$ cat config.mk
export PLATFORM = sky130hd
export DESIGN_NAME = antisat_seq_lock_flat
export DESIGN_NICKNAME = d
export VERILOG_FILES = /design/src/rtl/antisat_seq_lock_pkg.sv /design/src/rtl/antisat_seq_lock_if.sv /design/src/rtl/antisat_flip_core.sv /design/src/rtl/antisat_seq_lock.sv /design/src/flat_wrapper.sv
export SDC_FILE = /design/constraint.sdc
export NUM_CORES = 1
export LEC_CHECK = 0
export BUFFER_PORTS_ARGS = -buffer_cell sky130_fd_sc_hd__buf_2
export CAP_MARGIN = 10
export CORE_MARGIN = 10
export CORE_UTILIZATION = 54
export DETAILED_ROUTE_END_ITERATION = 10
export GPL_TIMING_DRIVEN = 1
export PLACE_DENSITY_LB_ADDON = 0.08
export RECOVER_POWER = 50
export SETUP_SLACK_MARGIN = 0.05
export SLEW_MARGIN = 0
export SYNTH_ARGS = -nofsm -noshare
export SYNTH_HDL_FRONTEND = slang
export SYNTH_HIERARCHICAL = 1
export SYNTH_SLANG_ARGS = --single-unit
$ cat constraint.sdc
create_clock -name clk -period 1.7 [get_ports clk]
set_clock_uncertainty 0.05 [all_clocks]
set_input_delay 0.255 -clock clk [delete_from_list [all_inputs] [get_ports clk]]
set_output_delay 0.255 -clock clk [all_outputs]
set_load 0.005 [all_outputs]
$ cat src/rtl/antisat_seq_lock_pkg.sv
// Shared types and helpers for the serial-key Anti-SAT lock.
// Optional flip-event counter: ANTISAT_FLIP_CNT_EN.
package antisat_pkg;

  typedef enum logic [1:0] {
    AS_IDLE,
    AS_LOAD,
    AS_ARMED
  } as_state_t;

  localparam int AS_CNT_W_DEFAULT = 16;

  function automatic int key_w(input int n);
    return 2 * n;
  endfunction

endpackage

$ cat src/rtl/antisat_seq_lock_if.sv
// Serial key-load handshake between key source and lock.
// Optional flip-event counter: ANTISAT_FLIP_CNT_EN.
interface antisat_seq_lock_if;

  logic key_valid;
  logic key_bit;
  logic key_ready;
  logic key_clear;
  logic key_loaded;

  modport master (
    output key_valid,
    output key_bit,
    output key_clear,
    input  key_ready,
    input  key_loaded
  );

  modport slave (
    input  key_valid,
    input  key_bit,
    input  key_clear,
    output key_ready,
    output key_loaded
  );

endinterface

$ cat src/rtl/antisat_flip_core.sv
// Combinational Anti-SAT flip term: g & ~g' over the tapped inputs.
// Optional flip-event counter: ANTISAT_FLIP_CNT_EN.
module antisat_flip_core #(
  parameter int N = 4
) (
  input  logic [N-1:0] tap_in,
  input  logic [N-1:0] k1,
  input  logic [N-1:0] k2,
  output logic         flip
);

  logic g;
  logic gbar;

  assign g    = &(tap_in ^ k1);
  assign gbar = ~&(tap_in ^ k2);
  assign flip = g & gbar;

endmodule

$ cat src/rtl/antisat_seq_lock.sv
// Serial-key Anti-SAT lock: FSM, key shifter, registered output.
// Optional flip-event counter: ANTISAT_FLIP_CNT_EN.
module antisat_seq_lock
  import antisat_pkg::*;
#(
  parameter int N     = 4,
  parameter int CNT_W = AS_CNT_W_DEFAULT
) (
  input  logic                clk,
  input  logic                rst,
  antisat_seq_lock_if.slave   key_if,
  input  logic [N-1:0]        tap_in,
  input  logic                sig_in,
  output logic                sig_out
`ifdef ANTISAT_FLIP_CNT_EN
  ,
  output logic [CNT_W-1:0]    flip_cnt
`endif
);

  localparam int KW = key_w(N);
  localparam int BW = $clog2(KW + 1);

  if (N < 2 || CNT_W < 1) begin : g_param_chk
    $error("antisat_seq_lock: N must be >= 2 and CNT_W >= 1");
  end

  as_state_t         state;
  logic [KW-1:0]     key_q;
  logic [BW-1:0]     bcnt;
  logic              flip;

  antisat_flip_core #(.N(N)) u_core (
    .tap_in (tap_in),
    .k1     (key_q[N-1:0]),
    .k2     (key_q[KW-1:N]),
    .flip   (flip)
  );

  always_ff @(posedge clk or posedge rst) begin
    if (rst) begin
      state             <= AS_IDLE;
      key_q             <= '0;
      bcnt              <= '0;
      sig_out           <= 1'b0;
      key_if.key_ready  <= 1'b0;
      key_if.key_loaded <= 1'b0;
    end else if (key_if.key_clear) begin
      state             <= AS_IDLE;
      key_q             <= '0;
      bcnt              <= '0;
      sig_out           <= 1'b0;
      key_if.key_ready  <= 1'b0;
      key_if.key_loaded <= 1'b0;
    end else begin
      sig_out <= (state == AS_ARMED) & (sig_in ^ flip);
      unique case (state)
        AS_IDLE: begin
          state            <= AS_LOAD;
          key_if.key_ready <= 1'b1;
        end
        AS_LOAD: begin
          if (key_if.key_valid) begin
            key_q <= {key_if.key_bit, key_q[KW-1:1]};
            bcnt  <= bcnt + 1'b1;
            // last bit arms on the same edge it is shifted in
            if (bcnt == BW'(KW - 1)) begin
              state             <= AS_ARMED;
              key_if.key_ready  <= 1'b0;
              key_if.key_loaded <= 1'b1;
            end
          end
        end
        AS_ARMED: begin
          state <= AS_ARMED;
        end
        default: begin
          state             <= AS_IDLE;
          key_if.key_ready  <= 1'b0;
          key_if.key_loaded <= 1'b0;
        end
      endcase
    end
  end

`ifdef ANTISAT_FLIP_CNT_EN
  always_ff @(posedge clk or posedge rst) begin
    if (rst) begin
      flip_cnt <= '0;
    end else if (key_if.key_clear) begin
      flip_cnt <= '0;
    end else if (state == AS_ARMED && flip && flip_cnt != '1) begin
      flip_cnt <= flip_cnt + 1'b1;
    end
  end
`endif

endmodule

$ cat src/flat_wrapper.sv
// flat-port wrapper written by rule: the top's interface ports become plain ports
module antisat_seq_lock_flat import antisat_pkg::*;
#(
  parameter int N     = 4,
  parameter int CNT_W = AS_CNT_W_DEFAULT
)
  (clk, rst, tap_in, sig_in, sig_out, key_if_key_valid, key_if_key_bit, key_if_key_clear, key_if_key_ready, key_if_key_loaded);
  antisat_seq_lock_if key_if_i ();
  input  logic clk;
  input  logic rst;
  input  logic [N-1:0] tap_in;
  input  logic sig_in;
  output logic sig_out;
  input wire logic [$bits(key_if_i.key_valid)-1:0] key_if_key_valid;
  input wire logic [$bits(key_if_i.key_bit)-1:0] key_if_key_bit;
  input wire logic [$bits(key_if_i.key_clear)-1:0] key_if_key_clear;
  output wire logic [$bits(key_if_i.key_ready)-1:0] key_if_key_ready;
  output wire logic [$bits(key_if_i.key_loaded)-1:0] key_if_key_loaded;
  assign key_if_i.key_valid = key_if_key_valid;
  assign key_if_i.key_bit = key_if_key_bit;
  assign key_if_i.key_clear = key_if_key_clear;
  assign key_if_key_ready = key_if_i.key_ready;
  assign key_if_key_loaded = key_if_i.key_loaded;
  antisat_seq_lock #(.N(N), .CNT_W(CNT_W)) u_core (.clk(clk), .rst(rst), .key_if(key_if_i), .tap_in(tap_in), .sig_in(sig_in), .sig_out(sig_out));
endmodule
Word-level counts from Yosys, hierarchy flattened. Index checks and enable logic that the tools add are counted.

Logic and storage cells: 49. Register bits: 17. Output and inout port bits: 3.

Equality and inequality tests: 7. Bitwise gates (word level): 5. Muxes and demuxes: 19. Add/subtract/negate cells: 1. Reduce and logical (&&, ||, !) cells: 11.

Operators by type and width (count): 2-to-1 mux 8 bit (3); 2-to-1 mux 4 bit (3); AND reduction 4 bit (2); bitwise XOR 4 bit (2); 2-to-1 mux 1 bit (7); 2-to-1 mux 2 bit (3); case mux 2 bit (3 select lines) (1); AND reduction 3 bit (2); adder 4 x 1 -> 4 bit, second input constant (1); equality test 4 x 3 -> 1 bit, second input constant (1); AND reduction 2 bit (2); nonzero test 2 bit (2); != test 3 x 2 -> 1 bit, second input constant (1); != test 3 bit, second input constant (1); case mux 1 bit (3 select lines) (1); AND 1 bit (2); equality test 2 x 1 -> 1 bit, second input constant (1); equality test 2 bit, second input constant (1); logical NOT 2 bit (1); != test 2 x 1 -> 1 bit, second input constant (1); != test 2 bit, second input constant (1); case mux 1 bit (2 select lines) (1); OR reduction 2 bit (1); logical NOT 1 bit (1); bitwise XOR 1 bit (1).

Logic depth before layout (Yosys ltp). Gate-level depths: netlist (run 1).

Depth after elaboration: 7. Mapped depth: 6.

Cells and area by module. The synthesis (run 1) kept the hierarchy.

Modules (own cells, without submodules): antisat_seq_lock (area each 820.8 um^2, cells each 85, times used 1, seq. area each 425.4 um^2); antisat_flip_core (area each 92.6 um^2, cells each 10, times used 1, seq. area each 0.0 um^2).

Worst setup path after synthesis (run 1). No wires, ideal clock.

Path kind: register to register. Start: register u_core.state[1]. End: register u_core.bcnt[3]. Cell stages (with the launch flop): 6. Setup time: 0.077 ns. Arrival time: 1.187 ns. Slack: 0.386 ns. Cells stage by stage: dfrtp_1 -> inv_1 -> ha_1 -> nand2_1 -> or3_1 -> a21oi_1.

Cells in the longest elaborated chain, start to end: 3.

Ends and longest elaborated chain: start, declared (line antisat_seq_lock.sv:28) `as_state_t state;`; start signal, assigned (line antisat_seq_lock.sv:42) `state <= AS_IDLE;`; start signal, assigned (line antisat_seq_lock.sv:49) `state <= AS_IDLE;`; start signal, assigned (line antisat_seq_lock.sv:59) `state <= AS_LOAD;`; equality test 2 x 1 -> 1 bit (line antisat_seq_lock.sv:57) `unique case (state)`; nonzero test 2 bit (no line); AND reduction 2 bit (no line); end signal, assigned (line antisat_seq_lock.sv:65) `bcnt <= bcnt + 1'b1;`; end, declared (line antisat_seq_lock.sv:30) `logic [BW-1:0] bcnt;`.

Every way passes these cells. A chain may end at the register's enable or synchronous reset.

Worst setup path after layout (run 1).
Start: register u_core.state[1]. End: register u_core.bcnt[0].

Same word-level chain as after synthesis.

==> results of run 1 <==
[how the worst max path moves through the flow]
stage,from,cells past startpoint,endpoint,slack [ns]
3_5_place_dp,u_core/state[1]$_DFFE_PP0P_,5,u_core/bcnt[0]$_DFFE_PP0P_,0.20
2_1_floorplan,u_core/state[1]$_DFFE_PP0P_,5,u_core/bcnt[3]$_DFFE_PP0P_,0.39
6_report,u_core/state[1]$_DFFE_PP0P_,5,u_core/bcnt[0]$_DFFE_PP0P_,0.20
3_3_place_gp,u_core/state[1]$_DFFE_PP0P_,5,u_core/bcnt[0]$_DFFE_PP0P_,0.28
5_1_grt,u_core/state[1]$_DFFE_PP0P_,5,u_core/bcnt[1]$_DFFE_PP0P_,0.06
4_1_cts,u_core/state[1]$_DFFE_PP0P_,5,u_core/bcnt[0]$_DFFE_PP0P_,0.18
[per-layer routing]
metal / global-route usage [%] / vias to the layer above / routed length [um]
met5: 0 / - / 0
met1: 13.25 / 304 / 846
met4: 4.886 / 0 / 20
met3: 3.498 / 2 / 104
li1: - / 342 / -
met2: 15.38 / 17 / 729
[cell usage in the layout, fill, tap and decap left out, drive strengths merged, types with 2 or more instances in the layout]
cell,synthesis,final
nand2,19,19
dfrtp,17,17
buf,3,13
a21oi,11,11
xor2,9,9
nand2b,4,4
ha,4,4
clkbuf,1,4
mux2i,3,3
nor2,3,3
inv,3,3
xnor2,2,2
nand3,2,2
nor3b,2,2
nor3,2,2
[cell type report]
| cell class | instances | area (sq um) | area share (%) |
|---|---|---|---|
| inverter | 3 | 11.26 | 1.119 |
| clock buffer | 4 | 26.28 | 2.612 |
| multi-input combinational | 71 | 455.4 | 45.27 |
| timing repair buffer | 13 | 67.56 | 6.716 |
| tap | 16 | 20.02 | 1.990 |
| sequential | 17 | 425.4 | 42.29 |
[worst reg2reg max path, stage by stage, from the launching register on]
cell     delay (ns)
dfrtp_1        0.41
inv_1          0.08
ha_1           0.25
and2_1         0.37
xnor2_1        0.17
nor2_1         0.06
[flip-flops by register name, summed over array words and instances (netlist names)]
register and cells:
u_core/key_if.key_ready 1, u_core/state 2, u_core/key_q 8, u_core/bcnt 4
u_core/key_if.key_loaded 1, u_core/sig_out 1
[per-stage QoR]
stage / utilization (%) / hold slack, ns
2_1_floorplan: - / 0.1311
3_3_place_gp: 62.84 / 0.3273
3_5_place_dp: 62.84 / 0.3308
4_1_cts: 64.53 / 0.01224
5_1_grt: 64.53 / 0.02735
6_report: 64.53 / -0.007480
[cells by family (layout without fill, tap and decap cells)]
logic type,Yosys count,count (layout),share of synthesized area [%]
muxes,3,3,3.288
xor gates and xnor gates,11,11,11.37
AOI/OAI and AO/OA,14,14,8.493
DFF,17,17,46.58
buffers and inverters,7,20,3.562
and+or+nand+nor,39,39,21.23
adders and majority gates,4,4,5.480
[power by group through the flow]
stage          clock network [mW]  registers, mW  logic (mW)
2_1_floorplan                   0          0.490       0.285
5_1_grt                     0.242          0.497       0.422
3_3_place_gp                    0          0.496       0.358
4_1_cts                     0.223          0.490       0.366
3_5_place_dp                    0          0.497       0.364
6_report                    0.214          0.490       0.367
==> impl_metrics.env, run 1 <==
export IMPL_cts_tree="built"
export IMPL_setup_viol_count_final=0
export IMPL_tns_ns=0
export IMPL_worst_slack_ns=0.1974
export IMPL_cts_setup_buffers=0
export IMPL_swShare_pct=34.78
export IMPL_synth_nets=109
export IMPL_peakVddDrop_uv=746.7
export IMPL_drt_total_wl_mm=1.701
export IMPL_internal_power_mw=0.6982
export IMPL_root_buffer="clkbuf_4"
export IMPL_finalPower_mw=1.071
export IMPL_async_reset_ff_share_pct=100.0
export IMPL_cts_hold_buf=0
export IMPL_synth_area_leaders="dfrtp_1, nand2_1, xor2_1, a21oi_1, ha_1"
export IMPL_cap_violations=0
export IMPL_seq_area_frac_synth_pct=46.58
export IMPL_slew_viol_final=0
export IMPL_fillers=130
export IMPL_synth_commonest_cells="nand2_1, dfrtp_1, a21oi_1, xor2_1"
export IMPL_rsz0062_at_grt="no"
export IMPL_outcome="complete, but fails checks"
export IMPL_overflow=0
export IMPL_layout_cells_non_filler=124
export IMPL_synth_edf_count=0
export IMPL_first_iter_violations=7
export IMPL_hold_slack_ns=-0.007480
export IMPL_grt_pass1_wl_mm=2.932
export IMPL_start_kind="register"
export IMPL_ys_types=27
export IMPL_dp_hpwl_mm=1.233
export IMPL_cts_made_buffers=3
export IMPL_cts_sinks=17
export IMPL_layout_nets=123
export IMPL_syn_inst=95
export IMPL_critPathTopFamily="simple AND/OR/NAND/NOR gates"
export IMPL_die_area_sq_um=3736
export IMPL_vias=665
export IMPL_drc=0
export IMPL_cts_max_path_buffers=2
export IMPL_vias_per_cell=5.363
export IMPL_grt_usage_pct=10.38
export IMPL_ctsResizeCount=0
export IMPL_io_buffers=12
export IMPL_insertedDiodeCount=0
export IMPL_synth_top_area_cell="dfrtp_1"
export IMPL_placed_area_sq_um=979.7
export IMPL_yosysWarnings=6
export IMPL_cp_slowest_cell="dfrtp_1"
export IMPL_clockPowerShare_pct=20.0
export IMPL_final_hold_viol_count=17
export IMPL_synth_top_cell_area_share_pct=46.58
export IMPL_cp_max_fo=10
export IMPL_r2r_slack_ns=0.20
export IMPL_clock_latency_ns=0.29
export IMPL_critPathArrivalTime_ns=1.62
export IMPL_r2r_end="u_core/bcnt[0]$_DFFE_PP0P_"
export IMPL_postLayoutCellArea_sq_um=1006
export IMPL_place_gp_congestion=0.7801
export IMPL_grt_max_degree=22
export IMPL_seqPwrFrac_pct=45.8
export IMPL_ys_ff_latch=17
export IMPL_total_leakage_power_nw=0.4756
export IMPL_drt_pass1_iter_count=4
export IMPL_combPwrFrac_pct=34.3
export IMPL_slew_headroom_pct=56.22
export IMPL_r2r_start="u_core/state[1]$_DFFE_PP0P_"
export IMPL_dieWidth_um=61.13
export IMPL_grt_pass1_vias=652
export IMPL_hold_class="primary input to async pin"
export IMPL_post_route_period_util_pct=88.39
export IMPL_initial_utilization_pct=58.59
export IMPL_row_count=14
export IMPL_fin_crit_ns=1.503
export IMPL_htree_levels=1
export IMPL_path_class="register to register"
export IMPL_max_freq_mhz=665.5
export IMPL_required_ns=1.82
export IMPL_cp_cell_sequence="inv_1 > ha_1 > and2_1 > xnor2_1 > nor2_1"
export IMPL_synth_ff_type="dfrtp_1"
export IMPL_drive_gt1_share_pct=15.74
export IMPL_fp_coreArea_sq_um=1559
export IMPL_synth_most_common_cell="nand2_1"
export IMPL_cpPeakStageDelay_ns=0.41
export IMPL_syn_to_final_growth_pct=10.14
export IMPL_power_density_nw_per_um2=1064
export IMPL_dp_slack_ns=0.2011
export IMPL_violations="hold timing"
export IMPL_switching_power_mw=0.3723
export IMPL_io_pins=13
export IMPL_worstMarginPinSlew_ns=0.6560
export IMPL_wl_per_cell_um=13.72
export IMPL_ant_nets=0
export IMPL_die_h_um=61.13
export IMPL_worst_path_buf_inv=1
export IMPL_clkTransAtPathRegs_ns=0.10
export IMPL_netlist_area_sq_um=913.4
export IMPL_antenna_found_initial=0
export IMPL_endpoint_kind="register"
export IMPL_r2r_cells=5
export IMPL_avgSynthCellArea_sq_um=9.614
export IMPL_place_inst=120
Power figures use the tool's default switching activity.
==> run 2, diff against run 1 <==
Settings changed: MAX_ROUTING_LAYER set to met4.
==> impl_metrics.env, run 2 (same netlist as run 1, synthesis figures left out) <==
export IMPL_total_leakage_power_nw=0.4756
export IMPL_cp_cell_sequence="inv_1 > ha_1 > and2_1 > xnor2_1 > nor2_1"
export IMPL_top_regs="u_core/key_q: 8 flops, u_core/bcnt: 4 flops, u_core/state: 2 flops"
export IMPL_layout_nets=123
export IMPL_clkTransAtPathRegs_ns=0.10
export IMPL_switching_power_mw=0.3723
export IMPL_htree_levels=1
export IMPL_cts_tree="built"
export IMPL_peakVddDrop_uv=746.7
export IMPL_fillers=130
export IMPL_cts_max_path_buffers=2
export IMPL_dieWidth_um=61.13
export IMPL_finalPower_mw=1.071
export IMPL_drive_gt1_share_pct=15.74
export IMPL_violations="hold timing"
export IMPL_hold_class="primary input to async pin"
export IMPL_setup_viol_count_final=0
export IMPL_clock_latency_ns=0.29
export IMPL_grt_max_degree=22
export IMPL_die_area_sq_um=3736
export IMPL_combPwrFrac_pct=34.3
export IMPL_vias_per_cell=5.363
export IMPL_io_buffers=12
export IMPL_die_h_um=61.13
export IMPL_start_kind="register"
export IMPL_layout_cells_non_filler=124
export IMPL_met2_wirelength_um=729
export IMPL_cpPeakStageDelay_ns=0.41
export IMPL_path_class="register to register"
export IMPL_drt_pass1_iter_count=4
export IMPL_clockPowerShare_pct=20.0
export IMPL_r2r_end="u_core/bcnt[0]$_DFFE_PP0P_"
export IMPL_dp_slack_ns=0.2011
export IMPL_largest_reg_flops=8
export IMPL_wl_met3_um=104
export IMPL_r2r_cells=5
export IMPL_endpoint_kind="register"
export IMPL_r2r_slack_ns=0.20
export IMPL_fin_crit_ns=1.503
export IMPL_largest_register="u_core/key_q"
export IMPL_drt_met1_wl_um=846
export IMPL_insertedDiodeCount=0
export IMPL_placed_area_sq_um=979.7
export IMPL_drt_total_wl_mm=1.701
export IMPL_rsz0062_at_grt="no"
export IMPL_io_pins=13
export IMPL_mostFrequentLayoutCell="nand2_1"
export IMPL_overflow=0
export IMPL_dp_hpwl_mm=1.233
export IMPL_critPathTopFamily="simple AND/OR/NAND/NOR gates"
export IMPL_initial_utilization_pct=58.59
export IMPL_slew_viol_final=0
export IMPL_first_iter_violations=7
export IMPL_wl_per_cell_um=13.72
export IMPL_cts_sinks=17
export IMPL_grt_pass1_wl_mm=2.925
export IMPL_critPathArrivalTime_ns=1.62
export IMPL_postLayoutCellArea_sq_um=1006
export IMPL_syn_to_final_growth_pct=10.14
export IMPL_final_hold_viol_count=17
export IMPL_internal_power_mw=0.6982
export IMPL_cp_max_fo=10
export IMPL_endpoint="u_core/bcnt[0]$_DFFE_PP0P_"
export IMPL_path_depth=5
export IMPL_worstMarginPinSlew_ns=0.6560
export IMPL_cap_violations=0
export IMPL_drc=0
export IMPL_finalCoreUtilization_pct=64.53
export IMPL_required_ns=1.82
export IMPL_tns_ns=0
export IMPL_worst_slack_ns=0.1974
export IMPL_row_count=14
export IMPL_outcome="complete, but fails checks"
export IMPL_grt_pass1_vias=652
export IMPL_max_freq_mhz=665.5
export IMPL_fp_coreArea_sq_um=1559
export IMPL_place_gp_congestion=0.7908
export IMPL_seqPwrFrac_pct=45.8
export IMPL_vias=665
export IMPL_antenna_found_initial=0
export IMPL_cts_made_buffers=3
export IMPL_swShare_pct=34.78
export IMPL_cts_hold_buf=0
export IMPL_slew_headroom_pct=56.22
export IMPL_root_buffer="clkbuf_4"
export IMPL_cp_slowest_cell="dfrtp_1"
export IMPL_r2r_start="u_core/state[1]$_DFFE_PP0P_"
export IMPL_final_cell_mix="nand2_1, dfrtp_1, buf_2"
export IMPL_top_layer="met4"
export IMPL_ctsResizeCount=0
export IMPL_power_density_nw_per_um2=1064
export IMPL_hold_slack_ns=-0.007479
export IMPL_crit_start="u_core/state[1]$_DFFE_PP0P_"
export IMPL_cts_setup_buffers=0
export IMPL_place_inst=120
export IMPL_ant_nets=0
export IMPL_worst_path_buf_inv=1
export IMPL_post_route_period_util_pct=88.39
export IMPL_grt_usage_pct=10.70
## run 2: final cells by class
cell class | instances | area [sq um] | area share [%]
Multi-Input combinational cell | 71 | 455.4 | 45.27
Sequential cell | 17 | 425.4 | 42.29
Timing Repair Buffer | 13 | 67.56 | 6.716
Clock buffer | 4 | 26.28 | 2.612
Tap cell | 16 | 20.02 | 1.990
Inverter | 3 | 11.26 | 1.119
## run 2: power by group through the flow
stage,Sequential [mW],Clock (mW),Combinational (mW)
3_5_place_dp,0.497,0,0.364
4_1_cts,0.490,0.223,0.366
5_1_grt,0.497,0.242,0.422
2_1_floorplan,0.490,0,0.285
3_3_place_gp,0.496,0,0.358
6_report,0.490,0.214,0.367
## run 2: per-layer routing
metal / vias to the layer above / GRT usage (%)
li1: 342 / -
met1: 304 / 13.25
met2: 17 / 15.38
met3: 2 / 3.498
met4: 0 / 4.886
met5: - / -
## run 2: worst min path at each step
stage | from | to | slack (ns) | cells after the start
floorplan | rst | u_core/bcnt[0]$_DFFE_PP0P_ | 0.13 | 1
global placement | rst | u_core/state[0]$_DFFE_PP0P_ | 0.33 | 2
detailed placement | rst | u_core/key_if.key_ready$_DFFE_PP0P_ | 0.33 | 2
CTS | rst | u_core/key_q[2]$_DFFE_PP0P_ | 0.01 | 2
global route | rst | u_core/key_q[0]$_DFFE_PP0P_ | 0.03 | 2
finish | rst | u_core/key_q[0]$_DFFE_PP0P_ | -0.007 | 2
==> run 3, diff against run 2 <==
Settings changed: ABC_AREA set to 1, CORE_ASPECT_RATIO set to 0.75, CORE_UTILIZATION 54 to 55, CTS_CLUSTER_DIAMETER set to 100.
==> impl_metrics.env, run 3 <==
export IMPL_ys_types=21
export IMPL_syn_inst=127
export IMPL_slew_viol_final=0
export IMPL_setup_viol_count_final=0
export IMPL_fillers=163
export IMPL_power_density_nw_per_um2=1024
export IMPL_tns_ns=0
export IMPL_synth_most_common_cell="nand2_1"
export IMPL_drt_total_wl_mm=1.908
export IMPL_cpPeakStageDelay_ns=0.40
export IMPL_cts_max_path_buffers=2
export IMPL_fp_coreArea_sq_um=1724
export IMPL_netlist_area_sq_um=985.9
export IMPL_dp_slack_ns=0.3826
export IMPL_first_iter_violations=26
export IMPL_async_reset_ff_share_pct=100.0
export IMPL_ant_nets=0
export IMPL_clkTransAtPathRegs_ns=0.10
export IMPL_synth_compound_area_share_pct=8.756
export IMPL_grt_pass1_vias=720
export IMPL_largest_register="u_core/key_q"
export IMPL_multi_input_area_sq_um=456.7
export IMPL_drt_pass1_iter_count=4
export IMPL_fin_crit_ns=1.320
export IMPL_dp_hpwl_mm=1.508
export IMPL_regArea_sq_um=425.4
export IMPL_cp_max_fo=7
export IMPL_io_buffers=12
export IMPL_synth_edf_count=0
export IMPL_worstMarginPinSlew_ns=0.6318
export IMPL_busiest_layer="met2"
export IMPL_synthXorXnorAreaFrac_pct=1.777
export IMPL_row_count=13
export IMPL_io_pins=13
export IMPL_antenna_found_initial=0
export IMPL_ys_ff_latch=17
export IMPL_cp_slowest_cell="dfrtp_1"
export IMPL_die_h_um=56.67
export IMPL_grt_max_degree=18
export IMPL_dieWidth_um=68.89
export IMPL_placed_area_sq_um=1074
export IMPL_final_cell_mix="nand2_1, inv_1, dfrtp_1"
export IMPL_slew_headroom_pct=57.83
export IMPL_cap_violations=0
export IMPL_hold_class="primary input to async pin"
export IMPL_cts_setup_buffers=0
export IMPL_clock_latency_ns=0.29
export IMPL_vias=790
export IMPL_die_area_sq_um=3904
export IMPL_drc=0
export IMPL_place_inst=161
export IMPL_avgSynthCellArea_sq_um=7.763
export IMPL_synthAdderAreaFrac_pct=5.076
export IMPL_synth_top_family_by_area="simple AND/OR/NAND/NOR gates"
export IMPL_largest_reg_flops=8
export IMPL_yosysWarnings=6
export IMPL_hold_slack_ns=-0.02013
export IMPL_cts_sinks=17
export IMPL_syn_to_final_growth_pct=11.68
export IMPL_met2_usage_pct=14.45
export IMPL_cts_tree="built"
export IMPL_synth_commonest_cells="nand2_1, inv_1, dfrtp_1, nor2_1, o22ai_1"
export IMPL_root_buffer="clkbuf_4"
export IMPL_insertedDiodeCount=0
export IMPL_vias_per_cell=4.788
export IMPL_synth_area_leaders="dfrtp_1, nand2_1, inv_1, nor2_1, ha_1"
export IMPL_synth_ff_type="dfrtp_1"
export IMPL_peakVddDrop_uv=719.2
export IMPL_r2r_slack_ns=0.38
export IMPL_finalPower_mw=1.127
export IMPL_top_regs="u_core/key_q: 8 flops, u_core/bcnt: 4 flops, u_core/state: 2 flops"
export IMPL_wl_per_cell_um=11.56
export IMPL_cp_cell_sequence="inv_1 > ha_1 > nand2_4 > inv_2 > nand2_4 > o22ai_1"
export IMPL_drive_gt1_share_pct=20.98
export IMPL_use_met1_pct=13.75
export IMPL_overflow=0
export IMPL_finalCoreUtilization_pct=63.86
export IMPL_mostFrequentLayoutCell="nand2_1"
export IMPL_grt_pass1_wl_mm=3.098
export IMPL_use_met3_pct=4.356
export IMPL_synth_top_area_cell="dfrtp_1"
export IMPL_endpoint_kind="register"
export IMPL_initial_utilization_pct=57.18
export IMPL_violations="hold timing"
export IMPL_layout_nets=158
export IMPL_synth_nets=141
export IMPL_cts_hold_buf=0
export IMPL_grt_usage_pct=10.47
export IMPL_required_ns=1.87
export IMPL_ctsResizeCount=0
export IMPL_max_freq_mhz=757.7
export IMPL_post_route_period_util_pct=77.63
export IMPL_synthSimpleGateAreaFrac_pct=30.71
export IMPL_start_kind="register"
export IMPL_synth_top_cell_area_share_pct=43.15
export IMPL_crit_path_frequent_cell="nand2_4"
export IMPL_worst_slack_ns=0.3803
export IMPL_seq_area_frac_synth_pct=43.15
export IMPL_path_class="register to register"
export IMPL_synth_mux_area_fraction_pct=0
export IMPL_rsz0062_at_grt="no"
export IMPL_critPathArrivalTime_ns=1.48
export IMPL_final_hold_viol_count=17
export IMPL_total_leakage_power_nw=0.5944
export IMPL_htree_levels=1
export IMPL_layout_cells_non_filler=165
export IMPL_outcome="complete, but fails checks"
export IMPL_postLayoutCellArea_sq_um=1101
export IMPL_cts_made_buffers=3
export IMPL_place_gp_congestion=0.7793
## run 3: final cells by class
cell class / count / area share [%]
clock buffer: 3 / 2.045
clock inverter: 1 / 0.4545
inverter: 27 / 9.432
multi-input combinational: 83 / 41.48
sequential: 17 / 38.64
tap: 22 / 2.500
timing repair buffer: 12 / 5.455
## run 3: final timing paths
check / endpoint / cells past startpoint / from
setup reg to reg: u_core/key_q[5]$_DFFE_PP0P_ / 6 / u_core/state[1]$_DFFE_PP0P_
min in group clk: u_core/bcnt[1]$_DFFE_PP0P_ / 2 / key_if_key_clear
hold reg to reg: u_core/key_if.key_loaded$_DFFE_PP0P_ / 2 / u_core/key_if.key_loaded$_DFFE_PP0P_
setup / recovery: u_core/key_q[5]$_DFFE_PP0P_ / 6 / u_core/state[1]$_DFFE_PP0P_
hold / removal: u_core/state[0]$_DFFE_PP0P_ / 2 / rst
max in group asynchronous: u_core/bcnt[3]$_DFFE_PP0P_ / 2 / rst
## run 3: cell families (layout without fill, tap and decap cells)
logic type,Yosys count,in the layout
xor gates and xnor gates,2,2
buffers and inverters,27,43
and+or+nand+nor,62,62
DFF,17,17
adders and majority gates,4,4
AOI/OAI and AO/OA,15,15
## run 3: where the power goes
part | leakage (nW) | switching (mW) | internal [mW] | total [mW]
clock | 0.0177 | 0.130 | 0.0876 | 0.217
sequential | 0.232 | 0.0477 | 0.470 | 0.518
combinational | 0.344 | 0.240 | 0.152 | 0.392
total | 0.594 | 0.417 | 0.710 | 1.13
## run 3: layer usage
metal | wire length, um | vias up
met5 | 0 | -
met4 | 21 | 0
met3 | 128 | 4
met2 | 815 | 18
met1 | 942 | 345
li1 | - | 423
## run 3: worst max-delay path: cells and delay by family, from the launching register on
family | cells | cell delay (ns)
fa+ha+maj | 1 | 0.23
simple gates | 2 | 0.18
flops | 1 | 0.40
compound gates | 1 | 0.14
buf+inv | 2 | 0.24
